### src/rtl/ship_button_conditioner_if.sv
`default_nettype none
// ============================================================================
// Module   : ship_button_conditioner_if
// Brief    : Raw button levels in, debounced levels and move strobes out.
// Revision : 1.0
// ============================================================================
interface ship_button_conditioner_if;
    logic i_left_raw;
    logic i_right_raw;
    logic o_left_held;
    logic o_right_held;
    logic o_left_debounced;
    logic o_right_debounced;

    modport master (
        output i_left_raw,
        output i_right_raw,
        input  o_left_held,
        input  o_right_held,
        input  o_left_debounced,
        input  o_right_debounced
    );

    modport slave (
        input  i_left_raw,
        input  i_right_raw,
        output o_left_held,
        output o_right_held,
        output o_left_debounced,
        output o_right_debounced
    );
endinterface
`default_nettype wire

### src/rtl/ship_button_conditioner.sv
`default_nettype none
// ============================================================================
// Module   : ship_button_conditioner
// Brief    : Synchronise, debounce and strobe the left/right ship buttons.
//            Auto-repeat is built only when SHIP_AUTOREPEAT_EN is defined.
// Revision : 1.0
// ============================================================================
module ship_button_conditioner #(
    parameter int DEBOUNCE_CYCLES      = 360000,
    parameter int REPEAT_DELAY_CYCLES  = 9000000,
    parameter int REPEAT_PERIOD_CYCLES = 3600000,
    parameter int CNT_W                = 24
) (
    input  wire logic                 i_clk_36MHz,
    input  wire logic                 i_reset,
    ship_button_conditioner_if.slave  io_btn
);

    typedef enum logic [1:0] {
        ST_IDLE         = 2'd0,
        ST_DELAY        = 2'd1,
        ST_REPEAT       = 2'd2,
        ST_WAIT_RELEASE = 2'd3
    } state_t;

    localparam logic [CNT_W-1:0] c_one      = {{(CNT_W-1){1'b0}}, 1'b1};
    localparam logic [CNT_W-1:0] c_deb_last = CNT_W'(DEBOUNCE_CYCLES - 1);

    if ((DEBOUNCE_CYCLES < 2) || (REPEAT_PERIOD_CYCLES < 2) || (REPEAT_DELAY_CYCLES < 1) ||
        (64'(DEBOUNCE_CYCLES) > (64'd1 << CNT_W)) ||
        (64'(REPEAT_DELAY_CYCLES) > (64'd1 << CNT_W)) ||
        (64'(REPEAT_PERIOD_CYCLES) > (64'd1 << CNT_W))) begin : g_param_check
        $error("ship_button_conditioner: illegal parameter set");
    end

    logic [1:0] w_raw;
    logic [1:0] w_held;
    logic [1:0] w_held_nxt;
    logic [1:0] w_fire;
    logic       w_conflict;
    logic [1:0] r_strobe;

    assign w_raw = {io_btn.i_right_raw, io_btn.i_left_raw};

    for (genvar g = 0; g < 2; g++) begin : g_chan
        logic             r_meta;
        logic             r_sync;
        logic             r_held;
        logic [CNT_W-1:0] r_deb_cnt;
        logic             w_mismatch;
        logic             w_deb_done;
        state_t           r_state;

        always_ff @(posedge i_clk_36MHz or negedge i_reset) begin
            if (!i_reset) begin
                r_meta <= 1'b0;
                r_sync <= 1'b0;
            end else begin
                r_meta <= w_raw[g];
                r_sync <= r_meta;
            end
        end

        assign w_mismatch = r_sync ^ r_held;
        assign w_deb_done = w_mismatch && (r_deb_cnt == c_deb_last);

        // Any sample agreeing with the stable level restarts the count.
        always_ff @(posedge i_clk_36MHz or negedge i_reset) begin
            if (!i_reset) begin
                r_deb_cnt <= '0;
                r_held    <= 1'b0;
            end else begin
                if (!w_mismatch || w_deb_done) begin
                    r_deb_cnt <= '0;
                end else begin
                    r_deb_cnt <= r_deb_cnt + c_one;
                end
                if (w_deb_done) begin
                    r_held <= ~r_held;
                end
            end
        end

        assign w_held[g]     = r_held;
        assign w_held_nxt[g] = r_held ^ w_deb_done;

`ifdef SHIP_AUTOREPEAT_EN
        localparam logic [CNT_W-1:0] c_delay_last  = CNT_W'(REPEAT_DELAY_CYCLES - 1);
        localparam logic [CNT_W-1:0] c_period_last = CNT_W'(REPEAT_PERIOD_CYCLES - 1);

        logic [CNT_W-1:0] r_rep_cnt;
        logic             w_delay_done;
        logic             w_period_done;

        assign w_delay_done  = (r_state == ST_DELAY)  && (r_rep_cnt == c_delay_last);
        assign w_period_done = (r_state == ST_REPEAT) && (r_rep_cnt == c_period_last);
        assign w_fire[g]     = r_held && ((r_state == ST_IDLE) || w_delay_done || w_period_done);

        always_ff @(posedge i_clk_36MHz or negedge i_reset) begin
            if (!i_reset) begin
                r_state   <= ST_IDLE;
                r_rep_cnt <= '0;
            end else if (!r_held) begin
                r_state   <= ST_IDLE;
                r_rep_cnt <= '0;
            end else begin
                case (r_state)
                    ST_IDLE: begin
                        r_state   <= ST_DELAY;
                        r_rep_cnt <= '0;
                    end
                    ST_DELAY: begin
                        if (w_delay_done) begin
                            r_state   <= ST_REPEAT;
                            r_rep_cnt <= '0;
                        end else begin
                            r_rep_cnt <= r_rep_cnt + c_one;
                        end
                    end
                    ST_REPEAT: begin
                        if (w_period_done) begin
                            r_rep_cnt <= '0;
                        end else begin
                            r_rep_cnt <= r_rep_cnt + c_one;
                        end
                    end
                    default: begin
                        r_state   <= ST_IDLE;
                        r_rep_cnt <= '0;
                    end
                endcase
            end
        end
`else
        assign w_fire[g] = r_held && (r_state == ST_IDLE);

        always_ff @(posedge i_clk_36MHz or negedge i_reset) begin
            if (!i_reset) begin
                r_state <= ST_IDLE;
            end else if (!r_held) begin
                r_state <= ST_IDLE;
            end else if (r_state == ST_IDLE) begin
                r_state <= ST_WAIT_RELEASE;
            end
        end
`endif
    end

    // Mask on the held levels the strobe cycle will show; a simultaneous
    // fire on both channels is dropped so the strobes stay exclusive.
    assign w_conflict = (&w_held_nxt) | (&w_fire);

    always_ff @(posedge i_clk_36MHz or negedge i_reset) begin
        if (!i_reset) begin
            r_strobe <= 2'b00;
        end else begin
            r_strobe <= w_fire & {2{~w_conflict}};
        end
    end

    assign io_btn.o_left_held       = w_held[0];
    assign io_btn.o_right_held      = w_held[1];
    assign io_btn.o_left_debounced  = r_strobe[0];
    assign io_btn.o_right_debounced = r_strobe[1];

endmodule
`default_nettype wire

### src/flat_wrapper.sv
// flat-port wrapper written by rule: the top's interface ports become plain ports
module ship_button_conditioner_flat 
#(
    parameter int DEBOUNCE_CYCLES      = 360000,
    parameter int REPEAT_DELAY_CYCLES  = 9000000,
    parameter int REPEAT_PERIOD_CYCLES = 3600000,
    parameter int CNT_W                = 24
)
  (i_clk_36MHz, i_reset, io_btn_i_left_raw, io_btn_i_right_raw, io_btn_o_left_held, io_btn_o_right_held, io_btn_o_left_debounced, io_btn_o_right_debounced);
  ship_button_conditioner_if io_btn_i ();
  input  wire logic i_clk_36MHz;
  input  wire logic i_reset;
  input wire logic [$bits(io_btn_i.i_left_raw)-1:0] io_btn_i_left_raw;
  input wire logic [$bits(io_btn_i.i_right_raw)-1:0] io_btn_i_right_raw;
  output wire logic [$bits(io_btn_i.o_left_held)-1:0] io_btn_o_left_held;
  output wire logic [$bits(io_btn_i.o_right_held)-1:0] io_btn_o_right_held;
  output wire logic [$bits(io_btn_i.o_left_debounced)-1:0] io_btn_o_left_debounced;
  output wire logic [$bits(io_btn_i.o_right_debounced)-1:0] io_btn_o_right_debounced;
  assign io_btn_i.i_left_raw = io_btn_i_left_raw;
  assign io_btn_i.i_right_raw = io_btn_i_right_raw;
  assign io_btn_o_left_held = io_btn_i.o_left_held;
  assign io_btn_o_right_held = io_btn_i.o_right_held;
  assign io_btn_o_left_debounced = io_btn_i.o_left_debounced;
  assign io_btn_o_right_debounced = io_btn_i.o_right_debounced;
  ship_button_conditioner #(.DEBOUNCE_CYCLES(DEBOUNCE_CYCLES), .REPEAT_DELAY_CYCLES(REPEAT_DELAY_CYCLES), .REPEAT_PERIOD_CYCLES(REPEAT_PERIOD_CYCLES), .CNT_W(CNT_W)) u_core (.i_clk_36MHz(i_clk_36MHz), .i_reset(i_reset), .io_btn(io_btn_i));
endmodule
### config.mk
export PLATFORM = sky130hd
export DESIGN_NAME = ship_button_conditioner_flat
export DESIGN_NICKNAME = d
export VERILOG_FILES = /design/src/rtl/ship_button_conditioner_if.sv /design/src/rtl/ship_button_conditioner.sv /design/src/flat_wrapper.sv
export SDC_FILE = /design/constraint.sdc
export NUM_CORES = 1
export LEC_CHECK = 0
export CELL_PAD_IN_SITES_DETAIL_PLACEMENT = 1
export CELL_PAD_IN_SITES_GLOBAL_PLACEMENT = 1
export CORE_MARGIN = 2
export CORE_UTILIZATION = 48
export CTS_CLUSTER_SIZE = 30
export DETAILED_ROUTE_END_ITERATION = 10
export PLACE_DENSITY = 0.85
export SYNTH_ARGS = -nofsm -noshare
export SYNTH_HDL_FRONTEND = slang
export SYNTH_SLANG_ARGS = --single-unit
### constraint.sdc
create_clock -name i_clk_36MHz -period 2.5 [get_ports i_clk_36MHz]
set_clock_uncertainty 0.2 [all_clocks]
set_input_delay 0.5 -clock i_clk_36MHz [delete_from_list [all_inputs] [get_ports i_clk_36MHz]]
set_output_delay 0.5 -clock i_clk_36MHz [all_outputs]
set_load 0.01 [all_outputs]
Yosys cells after proc, flatten, opt, wreduce, memory -nomap -nowiden
Index checks and enable logic that the tools add are counted.
Widths: inputs -> output; s select.
- $add $sub $neg: 2
- equality and inequality tests: 4
- multiplexer cells: 6
- bitwise operators: 9
- reductions and logical operators: 12
- operator list (cell ; count):
    $add 24x1->24 const B ; 2
    $eq 24x19->1 const B ; 2
    $mux 24 ; 2
    $mux 2 ; 4
    $logic_and 1x1->1 ; 4
    $logic_not 2->1 ; 2
    $ne 2x2->1 const B ; 2
    $reduce_and 2->1 ; 2
    $xor 1x1->1 ; 4
    $not 1->1 ; 3
    $and 2x2->2 ; 1
    $logic_not 1->1 ; 2
    $logic_or 1x1->1 ; 2
    $or 1x1->1 ; 1
- register bits after elaboration: 60
- word-level logic and storage cells: 44

Longest topological paths before layout
Gate-level depths: netlist of the first run.
- depth in word-level cells: 7
- depth in mapped cells: 7
- depth with buffers taken out: 6

Worst setup path before layout of the first run
OpenSTA, ideal clock, no wires.
- path kind: reg2reg
- start: reg u_core.g_chan[1].r_deb_cnt[15]
- end: reg u_core.r_strobe[1]
- setup time: 0.107 ns
- arrival: 1.820 ns
- path slack: 0.373 ns
- stages on the path, launching flop included: 6
- buffers on the path: 0
- clock period less this slack: 2.127 ns
- cells stage by stage: dfrtp_1 -> or4_4 -> nor4_4 -> nand4_2 -> nand2b_4 -> a2111oi_4
- cells in the longest elaborated chain, start to end: 7
- RTL lines (what ; RTL line ; RTL):
    start, declared ; ship_button_conditioner.sv:49 ; logic [CNT_W-1:0] r_deb_cnt;
    start signal, assigned ; ship_button_conditioner.sv:76 ; r_deb_cnt <= r_deb_cnt + c_one;
    $eq 24x19->1 ; ship_button_conditioner.sv:65 ; assign w_deb_done = w_mismatch && (r_deb_cnt == c_deb_last);
    $logic_and 1x1->1 ; ship_button_conditioner.sv:65 ;
    $xor 1x1->1 ; ship_button_conditioner.sv:85 ; assign w_held_nxt[g] = r_held ^ w_deb_done;
    $reduce_and 2->1 ; ship_button_conditioner.sv:151 ; assign w_conflict = (&w_held_nxt) | (&w_fire);
    $or 1x1->1 ; ship_button_conditioner.sv:151 ;
    $not 1->1 ; ship_button_conditioner.sv:157 ; r_strobe <= w_fire & {2{~w_conflict}};
    $and 2x2->2 ; ship_button_conditioner.sv:157 ;
    end signal, assigned ; ship_button_conditioner.sv:157 ;
    end, declared ; ship_button_conditioner.sv:41 ; logic [1:0] r_strobe;
Every way passes these cells.
A chain may end at the register's enable or synchronous reset.

Worst setup path after layout of the first run
Same ends and word-level chain as after synthesis.

==> results of run 1 <==
==> layout make-up <==
cell class / count / share of cell area (%)
clock buffer: 11 / 4.56
sequential: 58 / 46.8
inverter: 10 / 1.21
timing repair buffer: 11 / 3.55
tap: 72 / 2.91
multi-input combinational: 196 / 39.2
clock inverter: 5 / 1.74
==> stage by stage <==
| stage | worst slack [ns] | total power, µW | instance area [µm²] | util, % |
|---|---|---|---|---|
| global placement | 0.298 | 1040 | 2890 | 52.5 |
| detailed placement | 0.246 | 1040 | 2890 | 52.5 |
| finish | 0.241 | 1870 | 3100 | 56.3 |
| CTS | 0.220 | 1900 | 3100 | 56.3 |
| floorplan | 0.373 | 1000 | 2740 | - |
| global route | 0.116 | 1930 | 3100 | 56.3 |
==> worst register-to-register path, delay by kind of cell, from the launching register on <==
family	cells	cell delay, ns
flops	1	0.41
compound gates	1	0.33
simple gates	4	1.21
==> where the power goes <==
part / switching, µW / total (µW) / internal, µW
Combinational: 41.9 / 61.4 / 19.5
Sequential: 10.9 / 961 / 950
Clock: 367 / 851 / 484
Total: 420 / 1870 / 1450
==> layer usage <==
metal / part of all wire, % / vias up
met2: 48 / 33
li1: - / 940
met4: 1.5 / 0
met5: 0 / -
met3: 3.0 / 9
met1: 47 / 993
==> flip-flops by register name, summed over array words and instances, names as in the netlist <==
name / flops
u_core.io_btn.o_right_held: 1
u_core.g_chan.r_deb_cnt: 48
u_core.g_chan.r_sync: 2
u_core.g_chan.r_state: 2
u_core.io_btn.o_left_held: 1
u_core.g_chan.r_meta: 2
u_core.r_strobe: 2
==> worst max path at each step <==
stage | startpoint | to | slack, ns | cells after the start
after global placement | u_core.g_chan[1].r_deb_cnt[15] | u_core.r_strobe[1] | 0.30 | 5
after floorplan | u_core.g_chan[1].r_deb_cnt[15] | u_core.r_strobe[1] | 0.37 | 5
after detailed placement | u_core.g_chan[1].r_deb_cnt[15] | u_core.r_strobe[1] | 0.25 | 5
after CTS | u_core.g_chan[1].r_deb_cnt[15] | u_core.r_strobe[1] | 0.22 | 5
final | u_core.g_chan[1].r_deb_cnt[15] | u_core.r_strobe[1] | 0.24 | 5
after global routing | u_core.g_chan[0].r_deb_cnt[17] | u_core.r_strobe[0] | 0.12 | 5
==> cell usage after synthesis, types with 3 or more instances <==
library cell,instances,share of area [%]
and3_1,5,1.1
dfrtp_1,58,53
nor3_1,14,2.6
xor2_1,16,5.1
or3_1,3,0.69
clkbuf_1,4,0.55
buf_2,4,0.73
inv_1,10,1.4
nand2_1,16,2.2
nor2_1,57,7.8
and4_1,4,1.3
xnor2_1,30,9.6
nand3_1,17,3.1
nor4_1,5,1.1
nand4_1,9,2.1
==> kinds of logic after synthesis <==
group | after synthesis | synth area share, %
flip-flops | 58 | 53.0
AND/OR/NAND/NOR | 143 | 26.5
multiplexers | 1 | 0.411
adder cells (fa/ha/maj) | 2 | 0.914
AO/OA/AOI/OAI | 4 | 1.78
buffers and inverters | 18 | 2.65
XOR/XNOR | 46 | 14.7
==> placed cells by master, fill, tap and decap left out, types with 4 or more instances in the layout <==
| cell type | Yosys | layout |
|---|---|---|
| dfrtp_1 | 58 | 58 |
| nor2_1 | 57 | 57 |
| xnor2_1 | 30 | 30 |
| nand3_1 | 17 | 17 |
| xor2_1 | 16 | 16 |
| nand2_1 | 16 | 16 |
| nor3_1 | 14 | 14 |
| inv_1 | 10 | 10 |
| clkbuf_8 | 0 | 10 |
| nand4_1 | 9 | 9 |
| clkdlybuf4s50_1 | 0 | 6 |
| nor4_1 | 5 | 5 |
| and3_1 | 5 | 5 |
| and4_1 | 4 | 4 |
==> results.yml, run 1 <==
place:
  place_congestion: 0.843
  numPortBuffers: 7
  dpl.cell_count: 346
  place_hpwl_um: 3820
logic_synthesis:
  synth-async-reset-ratio_pct: 100
  yosysSeqAreaShare_pct: 53.0
  synth_edf_count: 0
  ys_dominant_reg_cell: "dfrtp_1"
  syn_nets: 278
  netlist_area_um2: 2740
  synth_cell_type_count: 33
  ys_ff_latch: 58
  yosys_warnings: 0
  synth_cells: 272
  postSynthAreaPerCell_um2: 10.1
setup_path:
  worstSetupPathType: "flip-flop to flip-flop"
  start_kind: "flip-flop"
  crit_buf_inv: 0
  reg2reg_depth: 5
  path_cells: "or4_4 -> nor4_4 -> nand4_2 -> nand2b_4 -> a2111oi_4"
  crit_family: "simple AND/OR/NAND/NOR gates"
  rrSetupSlack_ns: 0.24
  critPathMaxFanout: 7
  arrival_ns: 2.29
  end_kind: "flip-flop"
  r2r_start: "u_core.g_chan[1].r_deb_cnt[15]"
  critPathSlowestCell: "or4_4"
  cpPeakStageDelay_ns: 0.55
  required_ns: 2.53
  reg2reg_to: "u_core.r_strobe[1]"
finish:
  finalNonFillerCells: 363
  areaGrowthSynthToFinish_pct: 13.2
  seq_area_um2: 1450
  diodes: 0
  drive_gt1_share_pct: 9.62
  nNetsFinal: 292
  multi_input_area_um2: 1210
  nFillCells: 612
power:
  powerDensity_nw_per_um2: 605
  p_leak_uw: 0.00130
  irDropWorstVdd_uv: 462
clock_network:
  cts-htree-levels: 3
  cts_buffer_depth: 2
  cts_hold_buf: 1
  clkSinkCount: 58
  cts_tree: "yes"
  clk_pin_slew_ns: 0.07
  clockRootBuffer: "clkbuf_8"
  cts_made_buffers: 9
  ctsResizeCount: 0
  cts_setup_buffers: 0
  worstSkewPairLatency_ns: 0.33
floorplan:
  die_x_um: 79.5
  start_util_pct: 49.7
  core_area_um2: 5510
  io_pins: 8
  die_area_um2: 6320
  die_h_um: 79.5
  rows: 27
detailed_routing:
  routed_wl_um: 5710
  drc: 0
  dr.first_iter.drc_count: 107
  ant_nets: 0
  first_pass_iters: 4
  vias_per_cell: 5.44
  wire_per_inst_um: 15.7
  vias: 1975
sta:
  drv_slew: 0
  finalSetupTns_ns: 0
  rsz0062_at_grt: "false"
  setup_viol: 0
  hold_slack_ns: 0.156
  worst_pin_slew_ns: 0.593
  fin_crit_ns: 2.26
  slew_headroom_pct: 60.2
  fin_crit_sh_pct: 90.4
  finalHoldViolations: 0
  fmax_mhz: 443
global_route:
  grt_max_degree: 28
  grt_pass1_vias: 2122
  met3_usage_pct: 4.30
  top_usage_layer: "met2"
  grt_use_total_pct: 21.4
  grtUsageMet1_pct: 29.2
  antenna_found_initial: 0
  grt_overflow: 0
  use_met2_pct: 33.3
  grt_pass1_wl_um: 10300
hold_path:
  hold_class: "flip-flop to flip-flop"
  worstHoldStart: "u_core.g_chan[0].r_meta"
  holdPathEnd: "u_core.g_chan[0].r_sync"
  hold_depth: 0
run_status:
  outcome: "finished clean"
run:
  drv_cap: 0
Power figures use the tool's default switching activity.
==> run 2: changes to the inputs <==
--- a/config.mk
+++ b/config.mk
@@ -12,6 +12,7 @@
 export CTS_CLUSTER_SIZE = 30
 export DETAILED_ROUTE_END_ITERATION = 10
 export PLACE_DENSITY = 0.85
+export SETUP_SLACK_MARGIN = 0.4
 export SYNTH_ARGS = -nofsm -noshare
 export SYNTH_HDL_FRONTEND = slang
 export SYNTH_SLANG_ARGS = --single-unit
==> results.yml, run 2 (same netlist as run 1, synthesis figures left out) <==
run_status:
  outcome: "finished clean"
power:
  irDropWorstVdd_uv: 457
  powerDensity_nw_per_um2: 596
  p_leak_uw: 0.00132
  p_total_uw: 1910
setup_path:
  worstSetupPathType: "flip-flop to flip-flop"
  reg2reg_to: "u_core.r_strobe[0]"
  reg2reg_depth: 5
  end_kind: "flip-flop"
  critPathMaxFanout: 6
  r2r_start: "u_core.g_chan[0].r_deb_cnt[6]"
  start_kind: "flip-flop"
  arrival_ns: 2.22
  rrSetupSlack_ns: 0.31
  required_ns: 2.54
sta:
  fmax_mhz: 458
  drv_slew: 0
  worst_pin_slew_ns: 0.550
  rsz0062_at_grt: "true"
  setup_viol: 0
  slew_headroom_pct: 63.0
  fin_crit_ns: 2.19
  finalHoldViolations: 0
  finalSetupTns_ns: 0
  fin_crit_sh_pct: 87.4
detailed_routing:
  vias: 2092
  wire_per_inst_um: 19.1
  drc: 0
  dr.first_iter.drc_count: 169
  ant_nets: 0
  vias_per_cell: 5.68
  routed_wl_um: 7050
  first_pass_iters: 4
global_route:
  grt_overflow: 0
  antenna_found_initial: 0
  grt_max_degree: 25
  grt_use_total_pct: 23.9
  grt_pass1_wl_um: 11400
  grt_pass1_vias: 2277
clock_network:
  cts_buffer_depth: 2
  worstSkewPairLatency_ns: 0.34
  cts_made_buffers: 9
  clk_pin_slew_ns: 0.07
  cts-htree-levels: 3
  cts_tree: "yes"
  clkSinkCount: 58
  clockRootBuffer: "clkbuf_8"
place:
  place_hpwl_um: 4060
  numPortBuffers: 7
  place_congestion: 0.820
floorplan:
  die_area_um2: 6320
  rows: 27
  die_h_um: 79.5
  start_util_pct: 49.7
  core_area_um2: 5510
  die_x_um: 79.5
  io_pins: 8
run:
  drv_cap: 0
hold_path:
  worstHoldStart: "u_core.g_chan[0].r_meta"
  hold_depth: 0
  hold_class: "flip-flop to flip-flop"
  holdPathEnd: "u_core.g_chan[0].r_sync"
finish:
  drive_gt1_share_pct: 14.2
  final_cell_mix: "57 x nor2_1, 55 x dfrtp_1, 30 x xnor2_1"
  diodes: 0
  largest_reg_flops: 48
  areaGrowthSynthToFinish_pct: 17.3
  nNetsFinal: 297
  final_common_cell: "nor2_1"
  top_register: "u_core.g_chan.r_deb_cnt"
-- run 2: cell types whose count changed in the layout (fill, tap and decap cells not counted), moves of 2 or more --
cell and delta:
dfrtp_2 +3, dfrtp_1 -3, nor3_2 +3, clkbuf_1 +2
nor3_1 -3, clkinv_2 -2, buf_4 +5
-- run 2: worst max-delay path, stage by stage, from the launching register on --
cell      delay (ns)
dfrtp_2         0.46
nor4_4          0.32
nand4_1         0.18
nor3_2          0.20
mux2_2          0.41
a311oi_2        0.31
-- run 2: routing by layer --
layer  up-vias  track usage [%]  part of all wire [%]
li1        949                -                     -
met1      1067             30.9                    42
met2        54             39.5                    51
met3        22             3.85                   4.0
met4         0             10.9                   2.7
met5         -                0                     0
-- run 2: what timing repair did --
| action | 4_1_cts | 5_1_grt |
|---|---|---|
| hold endpoints to repair | 17 | 0 |
| setup buffers | 3 | 2 |
| hold buffers | 1 | 0 |
| gates resized for setup | 8 | 10 |
| pin swaps | 1 | 2 |
| setup endpoints to repair | 49 | 50 |
-- run 2: report_power, final --
| part | switching, µW | internal (µW) | leakage, µW | total (µW) |
|---|---|---|---|---|
| logic | 45.5 | 20.8 | 0.000424 | 66.3 |
| clock network | 371 | 515 | 0.000101 | 886 |
| registers | 11.0 | 950 | 0.000791 | 961 |
-- run 2: worst max path at each step --
stage | start | end | slack, ns | depth (start not counted)
2_1_floorplan | u_core.g_chan[1].r_deb_cnt[15] | u_core.r_strobe[1] | 0.47 | 5
3_3_place_gp | u_core.g_chan[1].r_deb_cnt[15] | u_core.r_strobe[1] | 0.41 | 5
3_5_place_dp | u_core.g_chan[0].r_deb_cnt[7] | u_core.r_strobe[0] | 0.28 | 5
4_1_cts | u_core.g_chan[1].r_deb_cnt[15] | u_core.r_strobe[1] | 0.37 | 5
5_1_grt | u_core.g_chan[0].r_deb_cnt[6] | u_core.r_strobe[1] | 0.26 | 5
6_report | u_core.g_chan[0].r_deb_cnt[6] | u_core.r_strobe[0] | 0.31 | 5
-- run 2: final cells by class --
class / instances / area [µm²]
Fill cell: 582 / 2290
Multi-Input combinational cell: 196 / 1280
Inverter: 10 / 37.5
Clock buffer: 14 / 163
Clock inverter: 2 / 35.0
Timing Repair Buffer: 16 / 148
Tap cell: 72 / 90.1
Sequential cell: 58 / 1460
-- run 2: per-stage QoR --
step	utilization (%)	setup slack [ns]	instances	hold WS, ns	instance area [µm²]
2_1_floorplan	-	0.469	272	0.00441	2740
3_3_place_gp	52.3	0.406	346	0.133	2880
3_5_place_dp	52.3	0.278	346	0.137	2880
4_1_cts	57.3	0.367	366	0.152	3150
5_1_grt	58.3	0.262	368	0.154	3210
6_report	58.3	0.315	368	0.147	3210
